--- src/rtl/axis_arb_pkg.sv ---
`default_nettype none
// +----------------------------------------------------------------------+
// | Package : axis_arb_pkg                                               |
// | Purpose : Shared types and helpers for the AXI-Stream packet arbiter |
// | Rev     : 1.0  initial release                                       |
// +----------------------------------------------------------------------+

// Fallback beat width when the image VIP does not provide one.
`ifndef AXIS_IMAGE_VIP_SOURCE_BYTES
`define AXIS_IMAGE_VIP_SOURCE_BYTES 1
`endif

package axis_arb_pkg;

  typedef enum logic [1:0] {
    IDLE = 2'd0,
    GNT0 = 2'd1,
    GNT1 = 2'd2
  } arb_state_t;

  // One-hot owner vector for a given arbiter state; 2'b00 when idle.
  function automatic logic [1:0] grant_onehot(input arb_state_t s);
    logic [1:0] g;
    g = 2'b00;
    case (s)
      GNT0:    g = 2'b01;
      GNT1:    g = 2'b10;
      default: g = 2'b00;
    endcase
    return g;
  endfunction

endpackage

`default_nettype wire

--- src/rtl/axis_skid_buf.sv ---
`default_nettype none
// +----------------------------------------------------------------------+
// | Module  : axis_skid_buf                                              |
// | Purpose : Two-entry registered output stage (output reg + one skid   |
// |           entry). in_ready_o comes straight from a flop, so there is |
// |           no combinational path from out_ready_i back upstream.      |
// | Ports   : clk_i, rst_i          clock, sync active-high reset        |
// |           in_data/valid/ready  upstream handshake                    |
// |           out_data/valid/ready downstream handshake                  |
// | Rev     : 1.0  initial release                                       |
// +----------------------------------------------------------------------+
module axis_skid_buf #(
  parameter int WIDTH = 9
) (
  input  logic             clk_i,
  input  logic             rst_i,
  input  logic [WIDTH-1:0] in_data_i,
  input  logic             in_valid_i,
  output logic             in_ready_o,
  output logic [WIDTH-1:0] out_data_o,
  output logic             out_valid_o,
  input  logic             out_ready_i
);

  logic [WIDTH-1:0] out_data_q;
  logic [WIDTH-1:0] skid_data_q;
  logic             out_valid_q;
  logic             skid_full_q;
  logic             in_fire;
  logic             out_load;

  assign in_ready_o  = !skid_full_q;
  assign in_fire     = in_valid_i && !skid_full_q;
  // Output register may take a new beat when empty or being drained.
  assign out_load    = !out_valid_q || out_ready_i;
  assign out_data_o  = out_data_q;
  assign out_valid_o = out_valid_q;

  always_ff @(posedge clk_i) begin
    if (rst_i) begin
      out_data_q  <= '0;
      skid_data_q <= '0;
      out_valid_q <= 1'b0;
      skid_full_q <= 1'b0;
    end else if (out_load) begin
      // Skid entry is older than anything on the input, so it goes first.
      // While it is full the input is not ready, so nothing is lost.
      if (skid_full_q) begin
        out_data_q  <= skid_data_q;
        out_valid_q <= 1'b1;
        skid_full_q <= 1'b0;
      end else begin
        out_valid_q <= in_fire;
        if (in_fire) begin
          out_data_q <= in_data_i;
        end
      end
    end else if (in_fire) begin
      // Output is stalled: park the beat accepted this cycle.
      skid_data_q <= in_data_i;
      skid_full_q <= 1'b1;
    end
  end

endmodule

`default_nettype wire

--- src/rtl/axis_pkt_arbiter.sv ---
`default_nettype none
// +----------------------------------------------------------------------+
// | Module  : axis_pkt_arbiter                                           |
// | Purpose : Packet-level round-robin arbiter sharing one AXI-Stream    |
// |           sink between two sources. A grant is held from first beat |
// |           to the beat with last; a watchdog cuts runaway packets.   |
// | Ports   : clk_i, rst_i                 clock, sync active-high reset |
// |           axis_s0_* / axis_s1_*        source streams                |
// |           axis_m_*                     shared sink stream            |
// |           grant_o                      one-hot owner, 00 when idle   |
// |           wdog_err_o                   sticky packet-length error    |
// | Rev     : 1.0  initial release                                       |
// +----------------------------------------------------------------------+
`ifndef AXIS_IMAGE_VIP_SOURCE_BYTES
`define AXIS_IMAGE_VIP_SOURCE_BYTES 1
`endif

module axis_pkt_arbiter
  import axis_arb_pkg::*;
#(
  parameter int DATA_BYTES = `AXIS_IMAGE_VIP_SOURCE_BYTES,
  parameter int DATA_BITS  = DATA_BYTES * 8,
  parameter int MAX_BEATS  = 4096
) (
  input  logic                 clk_i,
  input  logic                 rst_i,
  input  logic [DATA_BITS-1:0] axis_s0_data_i,
  input  logic                 axis_s0_valid_i,
  output logic                 axis_s0_ready_o,
  input  logic                 axis_s0_last_i,
  input  logic [DATA_BITS-1:0] axis_s1_data_i,
  input  logic                 axis_s1_valid_i,
  output logic                 axis_s1_ready_o,
  input  logic                 axis_s1_last_i,
  output logic [DATA_BITS-1:0] axis_m_data_o,
  output logic                 axis_m_valid_o,
  input  logic                 axis_m_ready_i,
  output logic                 axis_m_last_o,
  output logic [1:0]           grant_o,
  output logic                 wdog_err_o
);

  localparam int BCNT_W = $clog2(MAX_BEATS);
  localparam logic [BCNT_W-1:0] C_BCNT_MAX = BCNT_W'(MAX_BEATS - 1);

  arb_state_t          state_q;
  logic                rr_q;
  logic                wdog_q;
  logic [BCNT_W-1:0]   bcnt_q;

  logic                skid_rdy;
  logic                sel_valid;
  logic                sel_last;
  logic [DATA_BITS-1:0] sel_data;
  logic                accept;
  logic                wdog_hit;
  logic                out_last;

  // Input mux: only the granted source reaches the output stage.
  always_comb begin
    sel_valid = 1'b0;
    sel_data  = axis_s0_data_i;
    sel_last  = axis_s0_last_i;
    case (state_q)
      GNT0: sel_valid = axis_s0_valid_i;
      GNT1: begin
        sel_valid = axis_s1_valid_i;
        sel_data  = axis_s1_data_i;
        sel_last  = axis_s1_last_i;
      end
      default: sel_valid = 1'b0;
    endcase
  end

  assign accept   = sel_valid && skid_rdy;
  // Beat number MAX_BEATS without last: terminate the packet here.
  assign wdog_hit = accept && !sel_last && (bcnt_q == C_BCNT_MAX);
  assign out_last = sel_last || wdog_hit;

  assign axis_s0_ready_o = (state_q == GNT0) && skid_rdy;
  assign axis_s1_ready_o = (state_q == GNT1) && skid_rdy;
  assign grant_o         = grant_onehot(state_q);
  assign wdog_err_o      = wdog_q;

  always_ff @(posedge clk_i) begin
    if (rst_i) begin
      state_q <= IDLE;
      rr_q    <= 1'b0;
      bcnt_q  <= '0;
      wdog_q  <= 1'b0;
    end else begin
      case (state_q)
        IDLE: begin
          // rr names the source that wins a tie; each grant hands it over.
          if (axis_s0_valid_i && (!axis_s1_valid_i || !rr_q)) begin
            state_q <= GNT0;
            rr_q    <= 1'b1;
            bcnt_q  <= '0;
          end else if (axis_s1_valid_i) begin
            state_q <= GNT1;
            rr_q    <= 1'b0;
            bcnt_q  <= '0;
          end
        end
        GNT0, GNT1: begin
          if (accept) begin
            bcnt_q <= bcnt_q + 1'b1;
            if (out_last) begin
              state_q <= IDLE;
            end
            if (wdog_hit) begin
              wdog_q <= 1'b1;
            end
          end
        end
        default: state_q <= IDLE;
      endcase
    end
  end

  axis_skid_buf #(
    .WIDTH (DATA_BITS + 1)
  ) u_skid (
    .clk_i       (clk_i),
    .rst_i       (rst_i),
    .in_data_i   ({out_last, sel_data}),
    .in_valid_i  (sel_valid),
    .in_ready_o  (skid_rdy),
    .out_data_o  ({axis_m_last_o, axis_m_data_o}),
    .out_valid_o (axis_m_valid_o),
    .out_ready_i (axis_m_ready_i)
  );

endmodule

`default_nettype wire

--- config.mk ---
export PLATFORM = sky130hd
export DESIGN_NAME = axis_pkt_arbiter
export DESIGN_NICKNAME = d
export VERILOG_FILES = /design/src/rtl/axis_arb_pkg.sv /design/src/rtl/axis_skid_buf.sv /design/src/rtl/axis_pkt_arbiter.sv
export SDC_FILE = /design/constraint.sdc
export NUM_CORES = 1
export LEC_CHECK = 0
export CAP_MARGIN = 0
export CORE_MARGIN = 2
export CORE_UTILIZATION = 46
export DETAILED_ROUTE_END_ITERATION = 10
export PLACE_DENSITY = 0.75
export SLEW_MARGIN = 20
export SYNTH_ARGS = -nofsm -noshare
export SYNTH_HDL_FRONTEND = slang
export SYNTH_SLANG_ARGS = --single-unit
--- constraint.sdc ---
create_clock -name clk_i -period 1.9 [get_ports clk_i]
set_clock_uncertainty 0.05 [all_clocks]
set_input_delay 0.38 -clock clk_i [delete_from_list [all_inputs] [get_ports clk_i]]
set_output_delay 0.38 -clock clk_i [all_outputs]
set_load 0.02 [all_outputs]
Word-level counts from Yosys, hierarchy flattened
Cells that the tools add are included.
- register bits: 36
- word-level logic and storage cells: 60
- input bits: 23
- output and inout bits: 15
- $add $sub $neg: 1
- reduce and logical (&&, ||, !) cells: 26
- multiplexer cells: 18
- bitwise logic cells: 1
- eq/ne operators: 6
- operators with widths (operator ; count):
    $mux W12 ; 3
    $pmux W12 S2 ; 1
    $mux W9 ; 2
    $add A12 B1 Y12 const B ; 1
    $eq A12 B12 Y1 const B ; 1
    $reduce_and A3 Y1 ; 3
    $mux W2 ; 4
    $mux W8 ; 1
    $pmux W2 S2 ; 2
    $logic_and A1 B1 Y1 ; 6
    $reduce_and A2 Y1 ; 3
    $reduce_bool A2 Y1 ; 3
    $logic_not A1 Y1 ; 5
    $mux W1 ; 4
    $ne A2 B2 Y1 const B ; 2
    $reduce_or A2 Y1 ; 2
    $logic_or A1 B1 Y1 ; 3
    $ne A3 B3 Y1 const B ; 1
    $eq A2 B1 Y1 const B ; 1
    $eq A2 B2 Y1 const B ; 1
    $logic_not A2 Y1 ; 1
    $pmux W1 S2 ; 1
    $not A1 Y1 ; 1

Logic depth before layout (Yosys ltp)
- word-level depth: 9
- gate-level depth with buffers: 8
- depth with buffers taken out: 6

Hierarchy
Synthesis repeated with hierarchy kept, for this count alone.
- cell total of the unflattened synthesis: 213
- area total of the unflattened synthesis: 1910.6 µm²
- modules (own cells, without submodules) (module ; cells an instance ; area each (µm²) ; instances ; sequential area each (µm²)):
    axis_pkt_arbiter ; 122 ; 1041.0 ; 1 ; 320.3
    axis_skid_buf ; 91 ; 869.6 ; 1 ; 400.4

Worst setup path after synthesis
Ideal clock, no wire load.
- path kind: register to register
- start point: reg state_q[0]
- end point: reg u_skid.out_data_q[8] (netlist: u_skid.out_data_o[8])
- buffers on the path: 1
- data required time: 1718 ps
- arrival: 1841 ps
- library setup time: 132 ps
- slack: -122 ps
- period minus slack after synthesis: 2022 ps
- stages on the path, launching flop included: 8
- path through: dfxtp_1 -> inv_1 -> ha_1 -> buf_2 -> mux2i_1 -> nand2b_1 -> a2111oi_1 -> nor4_1
- word-level cells in the longest chain between the ends: 8
- elaborated cells between the ends (all ways): 13
- those cells by class: 2 x eq/ne; 4 x mux; 7 x reduce/logical
- RTL lines (element ; line ; source):
    from (decl) ; axis_pkt_arbiter.sv:46 ; arb_state_t state_q;
    from (signal assigned) ; axis_pkt_arbiter.sv:87 ; state_q <= IDLE;
    from (signal assigned) ; axis_pkt_arbiter.sv:96 ; state_q <= GNT0;
    from (signal assigned) ; axis_pkt_arbiter.sv:100 ; state_q <= GNT1;
    $eq A2 B2 Y1 or $eq A2 B1 Y1 (tied branches) ; axis_pkt_arbiter.sv:64 ; case (state_q)
    $pmux W1 S2 or $mux W1 (tied branches) ; axis_pkt_arbiter.sv:64 ;
    $logic_and A1 B1 Y1 or $logic_not A1 Y1 (tied branches) ; axis_skid_buf.sv:33, axis_pkt_arbiter.sv:75, axis_pkt_arbiter.sv:77 ;
    $logic_and A1 B1 Y1 (2 in series) ; axis_pkt_arbiter.sv:77 ; assign wdog_hit = accept && !sel_last && (bcnt_q == C_BCNT_MAX);
    $logic_or A1 B1 Y1 ; axis_pkt_arbiter.sv:78 ; assign out_last = sel_last || wdog_hit;
    $mux W9 ; axis_skid_buf.sv:54 ; if (in_fire) begin
    $mux W9 ; axis_skid_buf.sv:48 ; if (skid_full_q) begin
    to (signal assigned) ; axis_skid_buf.sv:49 ; out_data_q <= skid_data_q;
    to (signal assigned) ; axis_skid_buf.sv:55 ; out_data_q <= in_data_i;
    to (decl) ; axis_skid_buf.sv:25 ; logic [WIDTH-1:0] out_data_q;
Parallel ways exist; a longest one is shown, timed or not. The select of a mux whose other input is x is not followed.
A chain may end at the register's enable or synchronous reset.

Final worst setup path
- start point: reg state_q[0]
- end point: reg bcnt_q[4]
- word-level cells in the longest chain between the ends: 5
- elaborated cells between the ends (all ways): 11
- those cells by class: 4 x eq/ne; 2 x mux; 5 x reduce/logical
- RTL lines (element ; line ; source):
    $eq A2 B2 Y1 or $eq A2 B1 Y1 (tied branches) ; axis_pkt_arbiter.sv:64, axis_pkt_arbiter.sv:92 ;
    $pmux W1 S2 ; axis_pkt_arbiter.sv:64 ;
    $logic_and A1 B1 Y1 ; axis_pkt_arbiter.sv:75 ; assign accept = sel_valid && skid_rdy;
    $ne A2 B2 Y1 (no source line) ; - ;
    $reduce_and A3 Y1 (no source line) ; - ;
    to (signal assigned) ; axis_pkt_arbiter.sv:107 ; bcnt_q <= bcnt_q + 1'b1;
    to (decl) ; axis_pkt_arbiter.sv:49 ; logic [BCNT_W-1:0] bcnt_q;
Parallel ways exist; a longest one is shown, timed or not.

==> results_dict.tcl <==
set metrics [dict create \
    min_period_ps 1850 \
    async_flop_share_pct 0 \
    dr.pass1.iters 4 \
    yosysWarnings 0 \
    p_leak_nw 0.914 \
    ys_ff_latch 36 \
    critPathCaptureType "register" \
    cts_hold_buf 0 \
    cts_root_buf "clkbuf_8" \
    synth_edf_count 0 \
    netlist_instances 223 \
    finalMaxSlewViolations 0 \
    std_cell_rows 23 \
    vias_per_cell 5.54 \
    synth_area_per_cell_um2 8.65 \
    grt_most_used_layer "met2" \
    grt_pass1_vias 1578 \
    p_total_mw 2.99 \
    hold_class "reg2reg" \
    cp.arrival_ps 2030 \
    final_common_cell "dfxtp_1" \
    hold_viol_final 0 \
    core_area_um2 4030 \
    cts_sinks 36 \
    fill_cells 357 \
    syn_nets 252 \
    fin_area_um2 2620 \
    die_h_um 68.7 \
    status "finished clean" \
    ant_nets 0 \
    grt_pass1_wl_um 7470 \
    wl_per_cell_um 13.4 \
    yosysUniqueCellTypes 51 \
    dp_hpwl_um 3270 \
    seq_area_um2 721 \
    gr-usage-all-layers_pct 21.1 \
    cp-start-kind "register" \
    grt_util_met3_pct 5.03 \
    grt_max_degree 22 \
    clk_path_buf_depth 2 \
    ir_worst_vdd_mv 0.930 \
    initial_core_util_pct 47.9 \
    p_per_area_nw_per_um2 1140 \
    synth_area_um2 1930 \
    grt_use_met2_pct 31.6 \
    cts_htree_levels 2 \
    drc 0 \
    die_w_um 68.7 \
    drtIter0Drc 115 \
    crit_type "reg2reg" \
    n_antenna_cell 0 \
    min_period_over_period_pct 97.3 \
    dieArea_um2 4730 \
    required_ps 2080 \
    layout.nets 305 \
    maxCapViolations 0 \
    ys.flop_type "dfxtp_1" \
    multiInputGateArea_um2 1160 \
    antenna_found_initial 0 \
    routed_wl_um 4400 \
    layout-drive-gt1-share_pct 18.1 \
    postPlaceCellArea_um2 2500 \
    max_freq_mhz 541 \
    worstMarginPinSlew_ps 482 \
    ys_seq_area_share_pct 37.4 \
    setup_violations 0 \
    cts_tree "yes" \
    vias 1813 \
    grtUsageMet1_pct 30.2 \
    cts_buffers 5 \
    relSlewSlack_pct 67.9 \
    insertion_delay_ps 290 \
    num_io_pins 38 \
    clkTransAtPathRegs_ps 80 \
    cts_setup_buffers 0 \
    crit_fanout 12 \
    port_buffers 37 \
    globalplace.congestion 0.839 \
    layout_common_cells "dfxtp_1 (36), clkdlybuf4s50_1 (33), buf_4 (22)" \
    utilization_pct 65.0 \
    area_growth_pct 35.8 \
    globalRouteOverflowTotal 0 \
]
==> worst max-delay path, cell delays in order (launching register included) <==
cell       delay (ps)
dfxtp_1           350
inv_2              90
ha_4              280
nand2b_1           80
a2bb2oi_2         180
buf_12            140
or4_1             480
a21boi_1          140
==> through the flow <==
stage	hold WS (ps)	setup TNS (ps)	cells	setup WS [ps]
floorplan	392	0	223	21.5
global placement	406	-1600	319	-129
detailed placement	414	-2330	319	-169
CTS	424	-27.7	327	-16.4
global route	447	-17.8	327	-16.2
finish	425	0	327	51.2
==> Yosys cell counts, types with 3 or more instances <==
cell type / number / area share, %
a211oi_1: 8 / 3.1
a21boi_1: 5 / 1.9
a21oi_1: 12 / 3.1
buf_2: 7 / 1.8
clkbuf_1: 7 / 1.4
dfxtp_1: 36 / 37
ha_1: 6 / 3.9
inv_1: 5 / 0.97
mux2i_1: 12 / 6.2
nand2_1: 18 / 3.5
nand2b_1: 9 / 2.9
nand3_1: 15 / 3.9
nor2_1: 12 / 2.3
nor2b_1: 3 / 0.97
nor4_1: 4 / 1.3
o21a_1: 3 / 1.2
o21ai_0: 9 / 2.3
o21ai_1: 10 / 2.6
o31ai_1: 3 / 1.2
or4_1: 3 / 1.2
==> registers in the layout, indices dropped and copies added, names as in the netlist <==
register / flops
bcnt_q: 12
rr_q: 1
state_q: 2
u_skid.out_data_o: 9
u_skid.out_valid_o: 1
u_skid.skid_data_q: 9
u_skid.skid_full_q: 1
wdog_err_o: 1
==> power by group <==
part,internal [mW],total [mW],switching [mW]
sequential,0.810,0.845,0.0354
clock,0.256,0.546,0.291
combinational,0.774,1.60,0.825
==> logic make-up (layout without fill, tap and decap cells) <==
family | after synthesis | after routing | synth area share (%)
AND/OR/NAND/NOR | 77 | 77 | 21.8
AO/OA/AOI/OAI | 71 | 71 | 26.0
buffers and inverters | 21 | 75 | 4.74
adder cells (fa/ha/maj) | 6 | 6 | 3.89
multiplexers | 12 | 12 | 6.23
flip-flops | 36 | 36 | 37.4
==> layout make-up <==
type                       count  area share (%)
sequential                    36            27.5
multi-input combinational    166            44.2
inverter                       6           0.860
clock buffer                   5            2.63
timing repair buffer          61            21.7
tap                           50            2.39
clock inverter                 3           0.717
==> final timing paths <==
check | start | end | slack (ps) | cells past startpoint
setup / recovery | state_q[0]$_SDFFE_PP0P_ | bcnt_q[4]$_SDFFE_PP0P_ | 50 | 7
hold reg to reg | bcnt_q[9]$_SDFFE_PP0P_ | bcnt_q[9]$_SDFFE_PP0P_ | 420 | 2
setup reg to reg | state_q[0]$_SDFFE_PP0P_ | bcnt_q[4]$_SDFFE_PP0P_ | 50 | 7
hold / removal | bcnt_q[9]$_SDFFE_PP0P_ | bcnt_q[9]$_SDFFE_PP0P_ | 420 | 2
==> layer usage <==
metal	part of all wire, %	vias up
li1	-	933
met1	50	836
met2	45	39
met3	4.3	5
met4	1.0	0
met5	0	-
==> timing repair <==
action / in CTS / in global routing
resized for setup: 4 / 9
endpoints found under the hold margin: 0 / 0
pin swaps: 0 / 1
setup endpoints to repair: 7 / 19
(Power assumes the default switching activity.)
==> variant: new RTL, same settings <==
Re-encode `arb_state_t` (3 states) as one-hot, 3 bits wide.
--- a/src/rtl/axis_arb_pkg.sv
+++ b/src/rtl/axis_arb_pkg.sv
@@ -14,6 +14,6 @@
 
-  typedef enum logic [1:0] {
-    IDLE = 2'd0,
-    GNT0 = 2'd1,
-    GNT1 = 2'd2
+  typedef enum logic [2:0] {
+    IDLE = 3'b001,
+    GNT0 = 3'b010,
+    GNT1 = 3'b100
   } arb_state_t;
Formal check against the unedited RTL: no difference found for any inputs over 10 cycles, from zero or initial values and one cycle with rst_i high; not proved beyond that.
==> variant against the unedited design <==
Final cell count is the same. Final area shrank 1.4%. Synthesized area shrank 1.4%. Sequential cell count grew 1. Critical endpoint is now bcnt_q[11]. Setup slack gained 0.0033 ns. Sequential share of layout area grew 1.3 points. Die area shrank 1.3%. Routed wire length shrank 5.4%. Critical path type unchanged.
Power is not compared: it rests on default switching activity, and its combinational part moved more than twofold at a synthesized area within 25%.
==> variant: results (changes against the unedited design) <==
Final GP Congestion 0.851 (was 0.839); startpoint of the tightest hold check path bcnt_q[11] (was bcnt_q[9]); startpoint of the worst register-to-register path state_q[0] (unchanged); pin count of the biggest net entering global routing 21 (was 22); layout cell share with drive strength beyond 1 19.5% (was 18.1%); vias after detailed routing 1736 (was 1813); Mapped Nets 242 (was 252); WP data arrival 2.01 ns (was 2.03 ns); end of the worst register-to-register path bcnt_q[11] (was bcnt_q[4]); drt initial violations 66 (was 115); Max Freq 542 MHz (was 541 MHz); global-route wire length before repair 6820 um (was 7470 um); result of the run completed (unchanged); sequential cell area in the final layout 744 um^2 (was 721 um^2); area after detailed placement 2470 um^2 (was 2500 um^2); Avg Inst Size Synth 8.72 um^2 (was 8.65 um^2); vias in the first global route 1536 (was 1578); slew margin rel. 77.8% (was 67.9%); sequential share of the synthesized area 38.9% (was 37.4%); delay of the slowest cell on the worst path 0.50 ns (was 0.48 ns); cell types with the largest area share after synthesis dfxtp_1 39%, mux2i_1 11%, nor2_1 5.7%, nand2_1 3.8%, a21oi_1 3.7% (was dfxtp_1 37%, mux2i_1 6.2%, ha_1 3.9%, nand3_1 3.9%, nand2_1 3.5%); Total Nets Final 300 (was 305); filler instances 350 (was 357); synth cell count leaders 37 x dfxtp_1, 29 x nor2_1, 20 x mux2i_1 (was 36 x dfxtp_1, 18 x nand2_1, 15 x nand3_1); minimum hold slack 0.430 ns (was 0.425 ns); overall routing resource usage 19.4% (was 21.1%)
[variant: changes by cell type after synthesis, sizes merged, moves of 3 or more]
| cell | change |
|---|---|
| nor2 | +20 |
| nand3 | -13 |
| mux2i | +8 |
| a21boi | -6 |
| ha | -5 |
| nor4 | -5 |
| o21ai | -4 |
| clkbuf | -3 |
| inv | -3 |
| nand2b | -3 |
| nand3b | +3 |
| o21a | -3 |
[variant: logic make-up after synthesis]
group	count (synthesis)	synth area share, %
AOI/OAI and AO/OA	58	21.0
adders and majority gates	1	0.658
buffers and inverters	14	4.28
DFF	37	38.9
muxes	20	10.5
and+or+nand+nor	88	24.6
[variant: routing by layer]
| metal | vias to the layer above | global-route usage (%) | part of all wire (%) |
|---|---|---|---|
| met2 | 29 | 31.8 | 46 |
| li1 | 900 | - | - |
| met3 | 7 | 5.26 | 3.8 |
| met4 | 0 | 6.00 | 1.4 |
| met1 | 800 | 24.7 | 49 |
| met5 | - | 0 | 0 |
[variant: final cells by class]
class,count,share of cell area [%]
clock buffers,5,2.67
clock inverters,3,0.679
inverters,2,0.291
flip-flops and latches,37,28.8
well taps,50,2.42
multi-input cells,167,42.9
repair buffers,63,22.2
[variant: power groups by stage]
stage / Combinational [W] / Clock, W / Sequential [W]
3_5_place_dp: 0.000490 / 0 / 0.000849
5_1_grt: 0.000544 / 0.000593 / 0.000838
4_1_cts: 0.000487 / 0.000551 / 0.000831
3_3_place_gp: 0.000485 / 0 / 0.000849
6_report: 0.000501 / 0.000536 / 0.000833
2_1_floorplan: 0.000271 / 0 / 0.000844
[variant: timing repair]
item                                    in CTS  in global routing
pin swaps                                    0                  1
gates resized for setup                      7                  8
endpoints found under the setup margin       6                 13
